--- src/rtl/bus_arbiter_rr_pkg.sv ---
// rtl/bus_arbiter_rr_pkg.sv - shared control-field positions and FSM encodings for bus_arbiter_rr
package bus_arbiter_rr_pkg;

    localparam int CTRL_WAIT      = 0;
    localparam int CTRL_WE        = 1;
    localparam int CTRL_BURST_LSB = 2;
    localparam int CTRL_BURST_MSB = 4;
    localparam int BURST_W        = CTRL_BURST_MSB - CTRL_BURST_LSB + 1;

    typedef enum logic [2:0] {
        ST_IDLE    = 3'd0,
        ST_GRANT   = 3'd1,
        ST_ADDR    = 3'd2,
        ST_SLAVE   = 3'd3,
        ST_DATA    = 3'd4,
        ST_RELEASE = 3'd5
    } state_e;

endpackage

--- src/rtl/bus_arbiter_rr_picker.sv ---
// rtl/bus_arbiter_rr_picker.sv - combinational round-robin winner search starting after last_i
module rr_picker #(
    parameter int N  = 8,
    parameter int IW = $clog2(N)
) (
    input  logic [N-1:0]  req_i,
    input  logic [IW-1:0] last_i,
    output logic [N-1:0]  onehot_o,
    output logic [IW-1:0] idx_o
);

    logic          found_hi;
    logic [IW-1:0] hi_idx;
    logic [IW-1:0] lo_idx;

    // Descending scan leaves the lowest matching index; ports above last_i take precedence.
    always_comb begin
        found_hi = 1'b0;
        hi_idx   = '0;
        lo_idx   = '0;
        for (int i = N - 1; i >= 0; i--) begin
            if (req_i[i]) begin
                lo_idx = IW'(i);
                if (i > int'(last_i)) begin
                    hi_idx   = IW'(i);
                    found_hi = 1'b1;
                end
            end
        end
        idx_o    = found_hi ? hi_idx : lo_idx;
        onehot_o = '0;
        for (int i = 0; i < N; i++) begin
            onehot_o[i] = req_i[i] && (idx_o == IW'(i));
        end
    end

endmodule

--- src/rtl/bus_arbiter_rr.sv ---
// rtl/bus_arbiter_rr.sv - round-robin bus arbiter with slave decode, burst sequencing and abort handling
module bus_arbiter_rr
    import bus_arbiter_rr_pkg::*;
#(
    parameter int NUM_DEVICES = 8,
    parameter int BUS_WIDTH   = 32,
    parameter int CTRL_WIDTH  = 8,
    parameter int SEL_BITS    = 3,
    parameter int TIMEOUT     = 16
) (
    input  logic                              clk,
    input  logic                              reset,
    input  logic [NUM_DEVICES-1:0]            req,
    output logic [NUM_DEVICES-1:0]            ack,
    input  logic [NUM_DEVICES*CTRL_WIDTH-1:0] ctrl_in,
    output logic [CTRL_WIDTH-1:0]             ctrl_out,
    input  logic [NUM_DEVICES*BUS_WIDTH-1:0]  bus_in,
    output logic [BUS_WIDTH-1:0]              bus_out,
    output logic                              busy,
    output logic [SEL_BITS-1:0]               grant_id,
    output logic                              bus_error
);

    localparam int WCW = $clog2(TIMEOUT + 1);

    state_e               state_q, state_d;
    logic [SEL_BITS-1:0]  master_q, master_d;
    logic [SEL_BITS-1:0]  slave_q, slave_d;
    logic [SEL_BITS-1:0]  last_q, last_d;
    logic [BUS_WIDTH-1:0] phys_q, phys_d;
    logic                 we_q, we_d;
    logic [BURST_W-1:0]   burst_q, burst_d;
    logic [BURST_W-1:0]   beat_q, beat_d;
    logic [WCW-1:0]       wait_q, wait_d;

    logic [NUM_DEVICES-1:0] pick_onehot;
    logic [SEL_BITS-1:0]    pick_idx;
    logic [NUM_DEVICES-1:0] m_onehot, s_onehot;
    logic [BUS_WIDTH-1:0]   m_bus, s_bus, src_bus;
    logic [CTRL_WIDTH-1:0]  m_ctrl, s_ctrl;
    logic                   src_wait;
    logic [SEL_BITS-1:0]    addr_sel;
    logic [BUS_WIDTH-1:0]   addr_phys;
    logic                   addr_bad;
    logic                   unused_ctrl_bits;

    rr_picker #(
        .N  (NUM_DEVICES),
        .IW (SEL_BITS)
    ) u_picker (
        .req_i    (req),
        .last_i   (last_q),
        .onehot_o (pick_onehot),
        .idx_o    (pick_idx)
    );

    always_comb begin
        m_bus  = '0;
        s_bus  = '0;
        m_ctrl = '0;
        s_ctrl = '0;
        for (int i = 0; i < NUM_DEVICES; i++) begin
            if (master_q == SEL_BITS'(i)) begin
                m_bus  = bus_in[i*BUS_WIDTH +: BUS_WIDTH];
                m_ctrl = ctrl_in[i*CTRL_WIDTH +: CTRL_WIDTH];
            end
            if (slave_q == SEL_BITS'(i)) begin
                s_bus  = bus_in[i*BUS_WIDTH +: BUS_WIDTH];
                s_ctrl = ctrl_in[i*CTRL_WIDTH +: CTRL_WIDTH];
            end
        end
    end

    assign m_onehot  = {{(NUM_DEVICES-1){1'b0}}, 1'b1} << master_q;
    assign s_onehot  = {{(NUM_DEVICES-1){1'b0}}, 1'b1} << slave_q;
    assign src_bus   = we_q ? m_bus : s_bus;
    assign src_wait  = we_q ? m_ctrl[CTRL_WAIT] : s_ctrl[CTRL_WAIT];
    assign addr_sel  = m_bus[BUS_WIDTH-1 -: SEL_BITS];
    assign addr_phys = {{SEL_BITS{1'b0}}, m_bus[BUS_WIDTH-SEL_BITS-1:0]};
    assign addr_bad  = (int'(addr_sel) >= NUM_DEVICES) || (addr_sel == master_q);
    assign unused_ctrl_bits = ^{m_ctrl, s_ctrl};

    assign busy     = (state_q != ST_IDLE);
    assign grant_id = master_q;

    function automatic logic [CTRL_WIDTH-1:0] pack_ctrl(input logic [BURST_W-1:0] b,
                                                        input logic w, input logic wt);
        logic [CTRL_WIDTH-1:0] c;
        c                                = '0;
        c[CTRL_BURST_MSB:CTRL_BURST_LSB] = b;
        c[CTRL_WE]                       = w;
        c[CTRL_WAIT]                     = wt;
        return c;
    endfunction

    always_comb begin
        state_d   = state_q;
        master_d  = master_q;
        slave_d   = slave_q;
        last_d    = last_q;
        phys_d    = phys_q;
        we_d      = we_q;
        burst_d   = burst_q;
        beat_d    = beat_q;
        wait_d    = wait_q;
        ack       = '0;
        bus_out   = '0;
        ctrl_out  = '0;
        bus_error = 1'b0;
        case (state_q)
            ST_IDLE: begin
                if (|pick_onehot) begin
                    master_d = pick_idx;
                    state_d  = ST_GRANT;
                end
            end
            ST_GRANT: begin
                ack     = m_onehot;
                state_d = ST_ADDR;
            end
            ST_ADDR: begin
                ack      = m_onehot;
                slave_d  = addr_sel;
                phys_d   = addr_phys;
                we_d     = m_ctrl[CTRL_WE];
                burst_d  = m_ctrl[CTRL_BURST_MSB:CTRL_BURST_LSB];
                bus_out  = addr_phys;
                ctrl_out = pack_ctrl(m_ctrl[CTRL_BURST_MSB:CTRL_BURST_LSB],
                                     m_ctrl[CTRL_WE], m_ctrl[CTRL_WAIT]);
                if (addr_bad) begin
                    bus_error = 1'b1;
                    state_d   = ST_RELEASE;
                end else begin
                    state_d = ST_SLAVE;
                end
            end
            ST_SLAVE: begin
                ack      = s_onehot;
                bus_out  = phys_q;
                ctrl_out = pack_ctrl(burst_q, we_q, 1'b1);
                beat_d   = burst_q;
                wait_d   = '0;
                state_d  = ST_DATA;
            end
            ST_DATA: begin
                ack      = m_onehot | s_onehot;
                bus_out  = src_bus;
                ctrl_out = pack_ctrl(burst_q, we_q, src_wait);
                // A dropped master request outranks both beat completion and timeout.
                if (!(|(req & m_onehot))) begin
                    state_d = ST_RELEASE;
                end else if (!src_wait) begin
                    if (beat_q == '0) begin
                        state_d = ST_RELEASE;
                    end else begin
                        beat_d = beat_q - 1'b1;
                        wait_d = '0;
                    end
                end else if (wait_q == WCW'(TIMEOUT - 1)) begin
                    bus_error = 1'b1;
                    state_d   = ST_RELEASE;
                end else begin
                    wait_d = wait_q + 1'b1;
                end
            end
            ST_RELEASE: begin
                last_d  = master_q;
                state_d = ST_IDLE;
            end
            default: state_d = ST_IDLE;
        endcase
    end

    always_ff @(posedge clk) begin
        if (reset) begin
            state_q  <= ST_IDLE;
            master_q <= '0;
            slave_q  <= '0;
            last_q   <= SEL_BITS'(NUM_DEVICES - 1);
            phys_q   <= '0;
            we_q     <= 1'b0;
            burst_q  <= '0;
            beat_q   <= '0;
            wait_q   <= '0;
        end else begin
            state_q  <= state_d;
            master_q <= master_d;
            slave_q  <= slave_d;
            last_q   <= last_d;
            phys_q   <= phys_d;
            we_q     <= we_d;
            burst_q  <= burst_d;
            beat_q   <= beat_d;
            wait_q   <= wait_d;
        end
    end

endmodule

--- config.mk ---
export PLATFORM = sky130hd
export DESIGN_NAME = bus_arbiter_rr
export DESIGN_NICKNAME = d
export VERILOG_FILES = /design/src/rtl/bus_arbiter_rr_pkg.sv /design/src/rtl/bus_arbiter_rr_picker.sv /design/src/rtl/bus_arbiter_rr.sv
export SDC_FILE = /design/constraint.sdc
export NUM_CORES = 1
export LEC_CHECK = 0
export BUFFER_PORTS_ARGS = -buffer_cell sky130_fd_sc_hd__buf_2
export CAP_MARGIN = 0
export CORE_AREA = 5 5 146 148
export CTS_BUF_LIST = sky130_fd_sc_hd__clkbuf_4 sky130_fd_sc_hd__clkbuf_8
export CTS_CLUSTER_SIZE = 20
export DETAILED_ROUTE_END_ITERATION = 7
export DIE_AREA = 0 0 151 153
export PLACE_DENSITY = 0.78
export SYNTH_ARGS = -nofsm -noshare
export SYNTH_HDL_FRONTEND = slang
export SYNTH_SLANG_ARGS = --single-unit
--- constraint.sdc ---
create_clock -name clk -period 3.2 [get_ports clk]
set_input_delay 0.8 -clock clk [delete_from_list [all_inputs] [get_ports clk]]
set_output_delay 0.8 -clock clk [all_outputs]
set_load 0.05 [all_outputs]
# Yosys cells after proc, flatten, opt, wreduce, memory -nomap -nowiden
# Cells that the tools add are included.
# W data, S select, Z words.
totals:
  reg_bits: 53
  input_bits: 330
  word_cells: 175
  out_inout_bits: 53
op_classes:
  mux: 95
  n_lt_le_gt_ge: 7
  shift: 2
  bitwise_logic: 2
  n_eq_ne: 36
  addsub: 2
  n_reduce_logical: 22
op_table:
  columns: ["operator", "n"]
  rows:
  - ["$mux W32", 17]
  - ["$mux W3", 32]
  - ["$pmux W32 S3", 1]
  - ["$mux W5", 12]
  - ["$eq A3 B3 Y1 const B", 14]
  - ["$mux W1", 27]
  - ["$eq A3 B2 Y1 const B", 8]
  - ["$pmux W8 S3", 1]
  - ["$reduce_or A8 Y1", 2]
  - ["$shl A1 B3 Y8 const A", 2]
  - ["$logic_not A3 Y1", 5]
  - ["$pmux W3 S5", 1]
  - ["$pmux W5 S3", 1]
  - ["$eq A3 B1 Y1 const B", 4]
  - ["$gt A3 B3 Y1 const A", 4]
  - ["$pmux W5 S2", 1]
  - ["$and A8 B8 Y8", 1]
  - ["$logic_and A1 B1 Y1", 8]
  - ["$ne A2 B2 Y1 const B", 4]
  - ["$ne A4 B4 Y1 const B", 2]
  - ["$or A8 B8 Y8", 1]
  - ["$reduce_and A4 Y1", 2]
  - ["$gt A2 B3 Y1 const A", 2]
  - ["$ne A3 B3 Y1 const B", 2]
  - ["12 further kinds", 12]

# Depth between registers and ports, before layout
# Gate-level depths: netlist (run 1).
logic_depth:
  ltp_word: 21
  mapped_depth: 11
  depth_no_buf: 8

# Hierarchy
# Synthesis (run 1) repeated with hierarchy kept, for this count alone.
hier_totals:
  cells_unflattened: 1080
  area_unflattened_um2: 8194.1
modules_own_cells:
  columns: ["module", "seq_area_each_um2", "cells_each", "instances", "area_each_um2"]
  rows:
  - ["bus_arbiter_rr", 1061.0, 1018, 1, 7758.7]
  - ["rr_picker", 0.0, 62, 1, 435.4]

# Least setup slack after synthesis (run 1)
# No wires, ideal clock.
synth_path:
  path_kind: "flip-flop to output port"
  startpoint: "register master_q[1] (netlist: grant_id[1])"
  endpoint: "output port bus_out[30]"
  t_required_ps: 2400
  path_slack_ps: -820
  path_buffers: 5
  stages_incl_launch_ff: 9
  t_arrival_ps: 3220
  cell_sequence: "dfxtp_1 > buf_4 > buf_4 > and3_1 > clkbuf_1 > clkbuf_1 > clkbuf_1 > a21oi_1 > a211oi_1"
synth_between:
  elab_chain_len: 11
  word_cells_on_any_way: 18
  cone_classes: "eq/ne (7); mux (10); reduce/logical (1)"
synth_rtl:
  columns: ["element", "line", "text"]
  rows:
  - ["start, declared", "bus_arbiter_rr.sv:27", "logic [SEL_BITS-1:0] master_q, master_d;"]
  - ["start signal, assigned", "bus_arbiter_rr.sv:187", "master_q <= master_d;"]
  - ["$logic_not A3 Y1", "bus_arbiter_rr.sv:63", "if (master_q == SEL_BITS'(i)) begin"]
  - ["$mux W32 (7 in series)", "bus_arbiter_rr.sv:63", null]
  - ["$mux W32 *", "bus_arbiter_rr.sv:63", null]
  - ["$mux W32 *", "bus_arbiter_rr.sv:76", "assign src_bus = we_q ? m_bus : s_bus;"]
  - ["$pmux W32 S3 *", "bus_arbiter_rr.sv:110", "case (state_q)"]
  - ["end, declared", "bus_arbiter_rr.sv:18", "output logic [BUS_WIDTH-1:0] bus_out,"]
# Mark *: on every way between the ends. The rest lies on a longest branch, timed or not.

# Worst setup path after layout (run 1)
layout_path:
  startpoint: "register master_q[2] (netlist: grant_id[2])"
  endpoint: "output port bus_out[30]"
# The elaborated chain is that of the path after synthesis.

==> impl_metrics.ini, run 1 <==
[place]
hpwl_um = 32400
preCtsSetupSlack_ps = -51.2
numPortBuffers = 355
gp_congestion = 0.977

[sta]
finalCriticalPeriod_ps = 3250
fin_crit_sh = 1.02
finalSetupViolCount = 4
finalHoldViolCount = 0
grt_setup_unrepaired = true
setup_ws_ps = -53.1
tightest_slew_ps = 673
fin_skew_ps = 12.4
fmax_ghz = 0.307
drv_slew = 0
whs_ps = 461
slew_headroom = 0.551

[drt]
totalWireLength_um = 45100
wl_per_cell_um = 25.0
ant_nets = 0
dr.pass1.iters = 6
viasPerCell = 6.49
drt_iter0_markers = 1373
vias = 11700
drc = 0

[yosys]
async_reset_ff_frac = 0
synth_edf_count = 0
ys_seq_area_frac = 0.133
synth-main-ff-cell = dfxtp_1
yosysTopAreaCellShare = 0.133
syn_avg_cell_area_um2 = 6.84
synth_area_um2 = 7980
synth_area_leaders = dfxtp_1 13%, mux2i_1 9.2%, o21ai_0 8.3%
ys_ff_latch = 53
synth.distinct_cells = 64
postSynthCellCount = 1166
synth_warnings = 0
synth_top_area_cell = dfxtp_1

[worst_setup_path]
worstSetupPathType = register to primary output
worstPathCellList = buf_12 > nor2b_4 > o2bb2ai_1 > nand2b_1 > a221oi_1 > a21oi_1 > a211oi_4 > buf_4
cp-start-kind = register
crit_cells = 8
cp-startpoint = grant_id[2]
ff2ff_setup_slack_ps = 590
rr_worst_depth = 9
rr_startpoint = grant_id[1]
cp_top_family = compound AO/OA/AOI/OAI gates
endpoint = bus_out[30]
slowest_delay_ps = 420
crit_fanout = 11
reg2reg_to = wait_q[3]
critPathCaptureType = primary output
crit_path_top_delay_cell = dfxtp_4
worstPathRequired_ps = 2400
arrival_ps = 2450
crit_buf_inv = 2

[status]
violations = negative setup slack
status = complete, but fails checks

[clock_tree]
cts_tree = yes
cts-buffers-inserted = 5
clkTransAtPathRegs_ps = 120
cts_hold_buf = 0
ctsHtreeMaxLevel = 2
cts-root-buf = clkbuf_8
clock_sinks = 53
clock_latency_ps = 350
cts.path.max_buffers = 2

[power_and_ir_drop]
power_leakage_nw = 4.74
p_clk_frac = 0.067
pwr-share-comb = 0.782
switching_share = 0.529
power_density_nw_per_um2 = 553
cell_internal_pwr_w = 0.00306
peakVddDrop_v = 0.000242
p_seq_frac = 0.151
p_sw_w = 0.00345
power_w = 0.00651

[global_route]
grt_first_pass_wirelength_um = 63800
grt_pass1_vias = 11300
grt_usage = 0.355
grt_start_max_net_pins = 35
grt-ovfl-total = 0
antenna_found_initial = 10

[worst_hold_path]
min_path_type = register to register

[floorplan]
initial_core_util = 0.401
die_h_um = 153
core_area_um2 = 19900
num_io_pins = 383
die_area_um2 = 23100
dieWidth_um = 151
num_rows = 52

[run]
maxCapViolations = 0

[layout]
syn_to_final_growth_pct = 47.5
final_net_count = 1855
nFillCells = 1851
drive_above_1_share = 0.415
post-route-util = 0.591
## placed cells by master, fill, tap and decap left out, drive strengths merged, types with 10 or more instances in the layout
cell | netlist | layout
o211ai | 16 | 16
a221oi | 19 | 19
inv | 12 | 14
nor2b | 34 | 35
o21ai | 134 | 134
nand2b | 12 | 12
a31oi | 14 | 14
nor2 | 90 | 90
mux2i | 73 | 73
buf | 37 | 458
o22a | 10 | 10
a211oi | 22 | 22
o221ai | 24 | 24
o22ai | 23 | 23
a22o | 31 | 31
a22oi | 52 | 52
dfxtp | 53 | 53
nand2 | 157 | 157
mux2 | 37 | 37
o21a | 10 | 10
a21oi | 122 | 122
mux4 | 11 | 11
## power groups by stage
stage	combinational (W)	clock [W]	sequential, W
after floorplan	0.00285	0	0.000885
after global placement	0.00421	0	0.000970
after detailed placement	0.00427	0	0.000976
after CTS	0.00452	0.000440	0.000965
after global routing	0.00533	0.000478	0.000997
final	0.00509	0.000438	0.000981
## cells in the mapped netlist (all sizes together) (4+ instances only)
| cell type | number |
|---|---|
| nand2 | 157 |
| o21ai | 134 |
| a21oi | 122 |
| nor2 | 90 |
| clkbuf | 84 |
| mux2i | 73 |
| dfxtp | 53 |
| a22oi | 52 |
| buf | 37 |
| mux2 | 37 |
| nor2b | 34 |
| a22o | 31 |
| o221ai | 24 |
| o22ai | 23 |
| a211oi | 22 |
| a221oi | 19 |
| o211ai | 16 |
| a31oi | 14 |
| inv | 12 |
| nand2b | 12 |
| mux4 | 11 |
| o21a | 10 |
| o22a | 10 |
| o32ai | 9 |
| and2 | 7 |
| nor3 | 7 |
| xnor2 | 6 |
| a21o | 5 |
| and3 | 5 |
| a32o | 4 |
| ha | 4 |
## what timing repair did
item,in CTS,in global routing
cloned,5,5
pin swaps,3,35
resized for setup,66,144
buffers inserted,9,21
setup endpoints to repair,33,43
## routing by layer
layer,up-vias,routed length (um),track usage
met1,5409,15800,0.419
met5,-,43,0
met2,934,20700,0.579
li1,5127,-,-
met4,6,3130,0.214
met3,205,5440,0.0814
## through the flow
| step | setup TNS [ps] | cell area [um2] | std cells |
|---|---|---|---|
| 6_report | -104 | 11800 | 1801 |
| 2_1_floorplan | 0 | 8100 | 1168 |
| 5_1_grt | -1810 | 11800 | 1799 |
| 3_5_place_dp | -51.2 | 10500 | 1745 |
| 4_1_cts | -25.8 | 11100 | 1767 |
| 3_3_place_gp | -72.1 | 10500 | 1745 |
## registers in the layout, indices dropped and copies added (netlist names)
name      count
wait_q        5
beat_q        3
slave_q       3
we_q          1
burst_q       3
state_q       3
grant_id      3
phys_q       29
last_q        3
## tightest hold or removal path, stage by stage, from the launching register on
cell,delay (ps)
dfxtp_1,330
nand2_1,50
a21oi_1,50
## how the worst min path moves through the flow
stage                     cells after the start   endpoint  slack, ps  startpoint
after floorplan                               2  beat_q[1]        430   beat_q[1]
after global placement                        2  beat_q[1]        440   beat_q[1]
final                                         2  beat_q[1]        460   beat_q[1]
after global routing                          2  beat_q[1]        480   beat_q[1]
after detailed placement                      2  beat_q[1]        450   beat_q[1]
after CTS                                     2  beat_q[1]        460   beat_q[1]
## area by class of cell
class                           count  area [um2]  share of cell area
Antenna cell                        9        22.5             0.00191
Clock buffer                        5        68.8             0.00585
Clock inverter                      3        20.0             0.00170
Inverter                           13        55.1             0.00468
Multi-Input combinational cell    982        6870               0.584
Sequential cell                    53        1080              0.0922
Tap cell                          270         338              0.0287
Timing Repair Buffer              466        3310               0.281
## logic make-up (layout without fill, tap and decap cells)
kind of cell	count (synthesis)	after routing	share of synthesized area
AO/OA/AOI/OAI	518	518	0.426
AND/OR/NAND/NOR	329	330	0.183
buffers and inverters	134	487	0.0701
multiplexers	121	121	0.175
flip-flops	53	53	0.133
XOR/XNOR	6	6	0.00659
adder cells (fa/ha/maj)	4	4	0.00627
other	1	12	0.000470
Note: power is estimated with default switching activity, not from simulation.
==> inputs of run 2 (changes only) <==
--- a/config.mk
+++ b/config.mk
@@ -13,6 +13,7 @@
 export DETAILED_ROUTE_END_ITERATION = 7
 export DIE_AREA = 0 0 151 153
 export PLACE_DENSITY = 0.78
+export SETUP_SLACK_MARGIN = 0.3
 export SYNTH_ARGS = -nofsm -noshare
 export SYNTH_HDL_FRONTEND = slang
 export SYNTH_SLANG_ARGS = --single-unit
==> run 2 against run 1 <==
The run still ends with negative setup slack left; flip-flop and latch count is the same; via count rose by 3.7%; maximum frequency grew 0.84%; clock-buffer cell count grew 1; sequential share of layout area is 0.86 points lower; critical endpoint is now bus_error.
==> impl_metrics.ini, run 2 (synthesized netlist as in run 1, its figures left out) <==
[worst_setup_path]
reg2reg_to = wait_q[1]
rr_worst_depth = 11
cp-start-kind = register
endpoint = bus_error
arrival_ps = 2430
crit_fanout = 6
cp-startpoint = slave_q[1]
critPathCaptureType = primary output
worstSetupPathType = register to primary output
rr_startpoint = slave_q[1]
worstPathRequired_ps = 2400
ff2ff_setup_slack_ps = 530

[sta]
finalSetupViolCount = 3
slew_headroom = 0.545
tightest_slew_ps = 681
fin_crit_sh = 1.01
grt_setup_unrepaired = true
finalCriticalPeriod_ps = 3230
fin_skew_ps = 5.77
drv_slew = 0
fmax_ghz = 0.310
finalHoldViolCount = 0
setup_ws_ps = -26.0

[clock_tree]
cts_hold_buf = 0
cts-buffers-inserted = 5
cts.path.max_buffers = 2
cts-root-buf = clkbuf_8
ctsHtreeMaxLevel = 2
clock_latency_ps = 340
clkTransAtPathRegs_ps = 100
cts_tree = yes
clock_sinks = 53

[layout]
final_cell_mix = 312 x buf_2, 142 x nand2_1, 95 x buf_4
final_common_cell = buf_2
nFillCells = 1722
final_net_count = 1899
drive_above_1_share = 0.486
top_register = phys_q
postLayoutCellArea_um2 = 13000
syn_to_final_growth_pct = 63.1
reg.largest.list = phys_q: 29 flops, wait_q: 5 flops
largest_reg_flops = 29

[drt]
wl_per_cell_um = 25.5
viasPerCell = 6.55
dr.pass1.iters = 6
drt_iter0_markers = 1575
vias = 12100
totalWireLength_um = 47100
drc = 0
ant_nets = 0

[place]
numPortBuffers = 355
postPlaceCellArea_um2 = 10800
preCtsSetupSlack_ps = -224
hpwl_um = 32100
gp_congestion = 0.973

[status]
violations = negative setup slack
status = complete, but fails checks

[global_route]
grt_start_max_net_pins = 37
antenna_found_initial = 18
grt-ovfl-total = 0
grt_first_pass_wirelength_um = 65900
grt_usage = 0.365
grt_pass1_vias = 11700

[power_and_ir_drop]
pwr-share-comb = 0.794
peakVddDrop_v = 0.000260
power_w = 0.00715
power_density_nw_per_um2 = 549
cell_internal_pwr_w = 0.00351
p_seq_frac = 0.136
power_leakage_nw = 5.17
switching_share = 0.508
p_sw_w = 0.00363
p_clk_frac = 0.070

[floorplan]
die_h_um = 153
num_rows = 52
initial_core_util = 0.401
core_area_um2 = 19900
dieWidth_um = 151
die_area_um2 = 23100
num_io_pins = 383

[run]
maxCapViolations = 0

[worst_hold_path]
min-delay-start = beat_q[1]
min_path_type = register to register
==> run 2: cell types whose count changed in the layout (fill, tap and decap cells not counted), sizes merged <==
cell,before,now
nor2b,35,34
inv,14,12
bufinv,0,1
bufbuf,4,1
clkbuf,9,14
buf,458,502
diode,9,15
==> run 2: power groups by stage <==
stage | Sequential (W) | Clock, W | Combinational [W]
global placement | 0.000964 | 0 | 0.00430
global route | 0.000985 | 0.000527 | 0.00592
CTS | 0.000967 | 0.000503 | 0.00494
floorplan | 0.000888 | 0 | 0.00296
finish | 0.000974 | 0.000499 | 0.00567
detailed placement | 0.000970 | 0 | 0.00434
==> run 2: repair_timing <==
action | CTS | global route
cloned | 8 | 6
setup endpoints to repair | 46 | 46
buffers inserted | 34 | 31
resized for setup | 182 | 177
pin swaps | 42 | 57
==> run 2: per-stage QoR <==
stage | instances | setup TNS (ps) | utilization | hold slack (ps)
4_1_cts | 1799 | 0 | 0.603 | 474
3_5_place_dp | 1749 | -224 | 0.540 | 460
6_report | 1851 | -38.3 | 0.653 | 480
5_1_grt | 1849 | -356 | 0.653 | 503
2_1_floorplan | 1168 | 0 | - | 432
3_3_place_gp | 1749 | -245 | 0.540 | 441
==> run 2: area by class of cell <==
class	instances	area (um2)	area share
antenna	15	37.5	0.00289
clock buffer	6	76.3	0.00587
clock inverter	2	33.8	0.00260
inverter	13	57.6	0.00442
multi-input combinational	981	7320	0.563
sequential	53	1090	0.0836
tap	270	338	0.0260
timing repair buffer	511	4060	0.312
==> run 2: worst min-delay path by stage <==
stage | endpoint | slack [ps] | depth (start not counted)
after floorplan | beat_q[1] | 430 | 2
after global placement | beat_q[1] | 440 | 2
after detailed placement | phys_q[28] | 460 | 2
after CTS | phys_q[28] | 470 | 2
after global routing | phys_q[7] | 500 | 2
final | beat_q[1] | 480 | 2
==> run 2: per-layer routing <==
layer / up-vias / part of all wire / track usage
li1: 5222 / - / -
met1: 5548 / 0.34 / 0.437
met2: 1047 / 0.45 / 0.581
met3: 288 / 0.13 / 0.0862
met4: 10 / 0.080 / 0.235
met5: - / 0.0013 / 0
==> run 2: critical path, stage by stage, from the launching register on <==
cell and delay (ps):
dfxtp_4 390, buf_6 140, clkbuf_16 170, mux2i_1 120
mux4_2 510, a32oi_4 260, nand2_2 130, o21ai_4 180
buf_8 170
